--- src/rtl/lfsr_pkg.sv ---
// ============================================================================
// Module      : lfsr_pkg
// Description : Shared FSM state type and default tap/seed constants for the
//               LFSR generator family.
// Revision    : 1.0 - initial release
// ============================================================================
`default_nettype none

package lfsr_pkg;

    typedef enum logic [1:0] {
        ST_IDLE = 2'd0,
        ST_RUN  = 2'd1,
        ST_HOLD = 2'd2
    } lfsr_state_t;

    // Fibonacci left-shift masks: bit i set feeds state bit i into the XOR
    localparam logic [7:0]  c_taps_8  = 8'h8E;
    localparam logic [7:0]  c_seed_8  = 8'h80;
    localparam logic [15:0] c_taps_16 = 16'hB400;
    localparam logic [15:0] c_seed_16 = 16'h8000;
    localparam logic [31:0] c_taps_32 = 32'h8020_0003;
    localparam logic [31:0] c_seed_32 = 32'h8000_0000;

endpackage

`default_nettype wire

--- src/rtl/lfsr_step.sv ---
// ============================================================================
// Module      : lfsr_step
// Description : One combinational Fibonacci LFSR shift (left shift, XOR feedback).
// Revision    : 1.0 - initial release
// ============================================================================
`default_nettype none

module lfsr_step
    import lfsr_pkg::*;
#(
    parameter int               WIDTH = 8,
    parameter logic [WIDTH-1:0] TAPS  = c_taps_8
) (
    input  logic [WIDTH-1:0] i_s,
    output logic [WIDTH-1:0] o_s
);

    logic w_fb;

    assign w_fb = ^(i_s & TAPS);
    assign o_s  = {i_s[WIDTH-2:0], w_fb};

endmodule

`default_nettype wire

--- src/rtl/lfsr_gen.sv ---
// ============================================================================
// Module      : lfsr_gen
// Description : Multi-step Fibonacci LFSR with seed handshake and sticky
//               zero-seed flag. Optional wrap detection via LFSR_GEN_WRAP_DET_EN.
// Revision    : 1.0 - initial release
// ============================================================================
`default_nettype none

module lfsr_gen
    import lfsr_pkg::*;
#(
    parameter int               WIDTH = 8,
    parameter logic [WIDTH-1:0] TAPS  = c_taps_8,
    parameter logic [WIDTH-1:0] SEED  = c_seed_8,
    parameter int               STEPS = 1
) (
    input  logic             clk,
    input  logic             rst,
    input  logic             en,
    input  logic             seed_valid,
    input  logic [WIDTH-1:0] seed_in,
    output logic             seed_ready,
    output logic [WIDTH-1:0] out_s,
    output logic             out_valid,
    output logic             seed_err
`ifdef LFSR_GEN_WRAP_DET_EN
    ,
    output logic             wrap
`endif
);

    lfsr_state_t      r_state;
    lfsr_state_t      w_state_nxt;
    logic [WIDTH-1:0] r_s;
    logic             r_seed_ready;
    logic             r_seed_err;
    logic             w_hs;
    logic             w_seed_zero;
    logic [WIDTH-1:0] w_load;
    logic [WIDTH-1:0] w_step;
    logic [WIDTH-1:0] w_chain [0:STEPS];

    assign w_hs        = seed_valid & r_seed_ready;
    assign w_seed_zero = (seed_in == '0);
    assign w_load      = w_seed_zero ? SEED : seed_in;

    assign w_chain[0] = r_s;
    generate
        for (genvar gi = 0; gi < STEPS; gi++) begin : g_steps
            lfsr_step #(
                .WIDTH (WIDTH),
                .TAPS  (TAPS)
            ) u_step (
                .i_s (w_chain[gi]),
                .o_s (w_chain[gi+1])
            );
        end
    endgenerate

    // Fall back to SEED so a degenerate tap mask can never park the register at zero
    assign w_step = (w_chain[STEPS] == '0) ? SEED : w_chain[STEPS];

    always_comb begin
        w_state_nxt = r_state;
        case (r_state)
            ST_IDLE: if (en || w_hs)   w_state_nxt = ST_RUN;
            ST_RUN:  if (!en && !w_hs) w_state_nxt = ST_HOLD;
            ST_HOLD: if (en || w_hs)   w_state_nxt = ST_RUN;
            default:                   w_state_nxt = ST_IDLE;
        endcase
    end

    always_ff @(posedge clk) begin
        if (rst) begin
            r_state      <= ST_IDLE;
            r_s          <= SEED;
            r_seed_ready <= 1'b1;
            r_seed_err   <= 1'b0;
        end else begin
            r_state      <= w_state_nxt;
            r_seed_ready <= ~w_hs;
            if (w_hs) begin
                r_s        <= w_load;
                r_seed_err <= w_seed_zero;
            end else if (en) begin
                r_s <= w_step;
            end
        end
    end

    assign out_s      = r_s;
    assign out_valid  = (r_state != ST_IDLE);
    assign seed_ready = r_seed_ready;
    assign seed_err   = r_seed_err;

`ifdef LFSR_GEN_WRAP_DET_EN
    localparam logic [WIDTH:0] c_period = {1'b0, {WIDTH{1'b1}}};
    localparam logic [WIDTH:0] c_steps  = (WIDTH+1)'(STEPS);

    logic [WIDTH-1:0] r_cnt;
    logic             r_wrap;
    logic [WIDTH:0]   w_cnt_sum;

    assign w_cnt_sum = {1'b0, r_cnt} + c_steps;

    // Counter runs modulo the maximal period; any seed load restarts it
    always_ff @(posedge clk) begin
        if (rst || w_hs) begin
            r_cnt  <= '0;
            r_wrap <= 1'b0;
        end else if (en) begin
            if (w_cnt_sum >= c_period) begin
                r_cnt  <= WIDTH'(w_cnt_sum - c_period);
                r_wrap <= 1'b1;
            end else begin
                r_cnt  <= WIDTH'(w_cnt_sum);
                r_wrap <= 1'b0;
            end
        end else begin
            r_wrap <= 1'b0;
        end
    end

    assign wrap = r_wrap;
`endif

endmodule

`default_nettype wire

--- config.mk ---
export PLATFORM = sky130hd
export DESIGN_NAME = lfsr_gen
export DESIGN_NICKNAME = d
export VERILOG_FILES = /design/src/rtl/lfsr_pkg.sv /design/src/rtl/lfsr_step.sv /design/src/rtl/lfsr_gen.sv
export SDC_FILE = /design/constraint.sdc
export NUM_CORES = 1
export LEC_CHECK = 0
export ABC_AREA = 1
export CAP_MARGIN = 25
export CORE_MARGIN = 3
export CORE_UTILIZATION = 46
export DETAILED_ROUTE_END_ITERATION = 16
export PLACE_DENSITY = 0.86
export SLEW_MARGIN = 25
export SYNTH_ARGS = -nofsm -noshare
export SYNTH_HDL_FRONTEND = slang
export SYNTH_SLANG_ARGS = --single-unit
--- constraint.sdc ---
create_clock -name clk -period 2.7 [get_ports clk]
set_input_delay 0.81 -clock clk [delete_from_list [all_inputs] [get_ports clk]]
set_output_delay 0.81 -clock clk [all_outputs]
set_load 0.1 [all_outputs]
---- Word level (Yosys, flattened, before mapping) ----
Cells that the tools add are included.
storage, ports and cells
  output and inout port bits .............. 11
  input port bits ......................... 12
  flip-flop bits (word level) ............. 12
  word-level logic and storage cells ...... 29
operators by class
  muxes and demuxes ....................... 7
  bitwise operators ....................... 2
  reductions and logical operators ........ 12
  eq/ne operators ......................... 4
operator list
  operator                                              count
  two-way mux 8 bit                                     4
  logical NOT 8 bit                                     2
  parity 8 bit                                          1
  two-way mux 2 bit                                     2
  one-hot mux 2 bit (2 select lines)                    1
  nonzero test 2 bit                                    2
  equality test 2 x 1 -> 1 bit (second input constant)  1
  equality test 2 bit (second input constant)           1
  logical NOT 1 bit                                     2
  logical NOT 2 bit                                     1
  != test 2 x 1 -> 1 bit (second input constant)        1
  != test 2 bit (second input constant)                 1
  AND reduction 2 bit                                   1
  OR reduction 2 bit                                    1
  AND 1 bit                                             1
  logical AND 1 bit                                     1
  logical OR 1 bit                                      1
  inverter 1 bit                                        1

---- Longest topological paths before layout ----
  depth after elaboration ................. 5
  depth in mapped cells ................... 8
  mapped depth without buffers ............ 8

---- By module ----
Synthesis repeated with hierarchy kept, for this count alone.
unflattened totals
  cell total of the unflattened synthesis .. 125
  area, all modules ....................... 790.8 sq um
modules (own cells, without submodules)
  module     area an instance (sq um)  seq. area each (sq um)  times used  cells each
  lfsr_gen   666.9                     240.2                   1           102
  lfsr_step  123.9                     0.0                     1           23

---- Least setup slack after synthesis ----
No wires, ideal clock.
  kind .................................... reg2out
  from .................................... register r_s[1] (netlist: out_s[1])
  to ...................................... output out_s[1]
  cell stages (with the launch flop) ...... 1
  arrival ................................. 1.002 ns
  path buffers ............................ 0
  slack ................................... 0.888 ns
  required time ........................... 1.890 ns
  cells stage by stage .................... dfxtp_1
RTL lines
  element                 RTL line        text
  from (decl)             lfsr_gen.sv:34  logic [WIDTH-1:0] r_s;
  from (signal assigned)  lfsr_gen.sv:83  r_s <= w_load;
  from (signal assigned)  lfsr_gen.sv:86  r_s <= w_step;
  to (decl)               lfsr_gen.sv:23  output logic [WIDTH-1:0] out_s,
No word-level cell between the ends.

---- Worst setup path after layout ----
  from .................................... register r_s[1] (netlist: out_s[1])
  to ...................................... output out_s[1]
No word-level cell between the ends.

==> implementation parameters <==
Parameter                              Value

Timing
  Post-route clock period utilization ... 0.701
  Min Clock Period, post-route ... 1.89 ns
  FMAX ... 529 MHz
  Worst-margin pin slew ... 0.261 ns
  Final setup violation count ... 0
  Setup TNS ... 0 ns
  Clock tree skew after final layout ... 0.00667 ns
  Setup repair after global routing missed its margin ... no
  Worst slew slack as a fraction of its limit ... 0.824
  Final hold slack ... 0.515 ns
  Pins Over Slew Limit ... 0
  Final number of hold-violating endpoints ... 0

Worst setup path
  Critical path fanouts, max ... 6
  Kind of critical path ... flop to output port
  CP required ... 1.89 ns
  Critical path's largest stage delay ... 0.46 ns
  Launch instance of the worst register-to-register path ... out_s[1]
  Endpoint of the worst register-to-register path ... out_s[0]
  Register-to-Register Setup Slack ... 1.65 ns
  Critical Path Source Type ... flop
  CP cell instances ... buf_4
  Setup crit end kind ... output port
  Depth of the most critical reg-to-reg path ... 7
  Slowest library cell on the worst path ... sky130_fd_sc_hd__dfxtp_1
  Bufs and invs on worst path ... 1
  Arrival time of data at the critical path endpoint ... 1.08 ns
  Kind of cell adding the most delay to the critical path ... flip-flops

Synthesis
  Average cell area after synthesis ... 6.69 um^2
  Number of distinct library cells after synthesis ... 21
  Flops & latches, synth ... 12
  Fraction of synthesized area in multiplexers ... 0
  Number of instances in the synthesized netlist ... 98
  Parity-gate share of the synthesized area counting xor and xnor cells ... 0.0134
  Compound-Gate Fraction of Synth Area ... 0.134
  Post-Synth Adder-Cell Area ... 0
  Synthesized cell area ... 656 um^2
  Main combinational cell family by area after synthesis ... simple AND/OR/NAND/NOR gates
  Simple-gate area share of the yosys netlist ... 0.361
  Dominant cell type by area after synthesis ... sky130_fd_sc_hd__dfxtp_1
  Largest cells by area after synthesis ... sky130_fd_sc_hd__dfxtp_1 37%, sky130_fd_sc_hd__nand2_1 19%, sky130_fd_sc_hd__inv_1 9.7%
  Sequential share of the synthesized area ... 0.366
  Top cell type's share of synthesized area ... 0.366
  Warning count from the yosys run ... 0
  Post-Synthesis Net Count ... 110

Detailed routing
  Vias after detailed routing ... 683
  Number of design-rule violations left by the first detailed-router iteration ... 29
  Routed via count divided by cell count ... 4.95
  Avg WL per Cell ... 11.2 um
  Antenna violation net count after detailed routing ... 0
  Number of remaining DRC errors ... 0
  Detailed-routing iteration count for the pre-antenna-repair pass ... 4
  Final WL ... 1.55 mm

Clock network
  Clock tree root buffer cell ... sky130_fd_sc_hd__clkbuf_4
  Total CTS buffers ... 3
  Number of gates resized after cts ... 0
  Hold buffer count at CTS ... 0
  CTS H-Tree Depth ... 1
  TritonCTS sink count ... 12
  Number of buffers inserted by post-CTS setup repair ... 0
  Clock-pin slew on the worst setup and hold paths ... 0.08 ns
  CTS tree ... yes
  Worst-skew pair later-pin latency ... 0.28 ns
  Maximum number of buffers from clock root to sink ... 2

Die
  Starting density of the core ... 0.539
  Top-level I/O count ... 23
  Cell row count ... 12
  Horizontal die dimension ... 43.8 um
  Die area ... 1910 um^2
  Die extent in y ... 43.8 um
  Core Box Area ... 1220 um^2

Hold path
  Cell count of the worst hold path ... 2
  Capture endpoint of the worst hold path ... out_s[5]
  Worst hold path startpoint ... out_s[5]
  Path type of the worst min-delay path ... flop to flop

Layout
  Synth-to-Final Area Change ... 37.6%
  Top library cells by usage in the layout, fill and taps aside ... 34 x sky130_fd_sc_hd__nand2_1, 17 x sky130_fd_sc_hd__inv_1, 12 x sky130_fd_sc_hd__nor2_1, 12 x sky130_fd_sc_hd__dfxtp_1
  Final std cells w/o fill ... 138
  Share of the core filled with cells ... 0.742
  Fill cells ... 100
  Layout cells sized above 1 ... 0.194
  Most common cell after layout, fill and taps aside ... sky130_fd_sc_hd__nand2_1
  Count of antenna diodes in the layout ... 0
  Layout net count ... 137
  Post-route cell area ... 902 um^2

Power and ir drop
  Sw frac ... 0.387
  Largest voltage drop on the vdd net ... 0.423 mV
  P_sw ... 204 uW
  PD cells ... 583 nW/um^2
  Clock power share ... 0.278
  Total leakage power ... 0.000467 uW
  Design internal power ... 322 uW
  Share of power burned in combinational logic ... 0.343
  Register share of total power ... 0.379

Global route
  Sum of overflow across all layers after global routing ... 0
  All-layer global routing usage ... 0.188
  Maximum number of pins on one net before global-route repair ... 9
  Via count of the first global-routing pass ... 651
  First-pass GRT wire length ... 2.75 mm
  Number of antenna violations at the first check in global routing ... 0

Placement
  Post-place instance area ... 866 um^2
  Number of port buffers ... 22
  Final weighted congestion in routability-driven placement ... 0.806
  Count of placed standard cells including taps ... 134
  Sum of net half-perimeters after detailed placement ... 1.21 mm

Job
  Maximum capacitance violations ... 0

Run status
  Run status ... finished clean
worst register-to-register path, cell delays in order, from the launching register on:
cell	delay [ns]
sky130_fd_sc_hd__dfxtp_1	0.46
sky130_fd_sc_hd__inv_1	0.09
sky130_fd_sc_hd__nand2_1	0.06
sky130_fd_sc_hd__nand2_1	0.06
sky130_fd_sc_hd__nand2_1	0.08
sky130_fd_sc_hd__nand2_1	0.06
sky130_fd_sc_hd__nand2_1	0.08
sky130_fd_sc_hd__a21oi_2	0.05
cell families after synthesis:
logic type	after synthesis
buf+inv	20
simple gates	53
compound gates	12
xor+xnor	1
flops	12
routing by layer:
metal / global-route usage / vias to the layer above / share of wire
li1: - / 352 / -
met1: 0.265 / 295 / 0.45
met2: 0.282 / 31 / 0.45
met3: 0.0332 / 5 / 0.080
met4: 0.0723 / 0 / 0.017
met5: 0 / - / 0
flip-flops by register name, summed over array words and instances, names as in the netlist:
register and count:
out_s 8, r_state 2, seed_err 1, seed_ready 1
worst max-delay path by stage:
stage	from	end	cells after the start
after CTS	out_s[1]	out_s[1]	1
after floorplan	out_s[1]	out_s[1]	0
final	out_s[1]	out_s[1]	1
after detailed placement	seed_valid	out_s[4]	8
after global routing	out_s[1]	out_s[1]	1
after global placement	seed_valid	out_s[1]	8
power groups by stage:
stage	Sequential, uW	Clock, uW	Combinational [uW]
final	199	146	181
after global routing	201	157	193
after CTS	199	149	181
after detailed placement	203	0	180
after global placement	203	0	179
after floorplan	269	0	67.9
layout make-up:
class,count,area [um^2],share of cell area
tap,14,17.5,0.0194
inverter,20,82.6,0.0915
timing repair buffer,22,193,0.214
multi-input combinational,66,333,0.369
clock buffer,4,36.3,0.0402
sequential,12,240,0.266
per-stage QoR:
step                      power, uW  worst slack [ns]
after floorplan                 337             0.888
after global placement          382             0.745
after detailed placement        383             0.736
after CTS                       529             0.812
after global routing            551             0.757
final                           526             0.808
synthesized netlist by cell type:
library cell,number
sky130_fd_sc_hd__nand2_1,34
sky130_fd_sc_hd__inv_1,17
sky130_fd_sc_hd__dfxtp_1,12
sky130_fd_sc_hd__nor2_1,12
sky130_fd_sc_hd__o211ai_1,4
sky130_fd_sc_hd__a21oi_1,2
sky130_fd_sc_hd__nand2_4,2
sky130_fd_sc_hd__nand3_1,2
sky130_fd_sc_hd__a21oi_2,1
sky130_fd_sc_hd__a22oi_1,1
sky130_fd_sc_hd__a22oi_2,1
sky130_fd_sc_hd__inv_2,1
sky130_fd_sc_hd__inv_4,1
sky130_fd_sc_hd__inv_6,1
sky130_fd_sc_hd__nand2_2,1
sky130_fd_sc_hd__nor2_8,1
sky130_fd_sc_hd__nor3_1,1
sky130_fd_sc_hd__o21ai_0,1
sky130_fd_sc_hd__o21ai_1,1
sky130_fd_sc_hd__o221ai_1,1
sky130_fd_sc_hd__xnor2_1,1
Note: power is estimated with default switching activity, not from simulation.
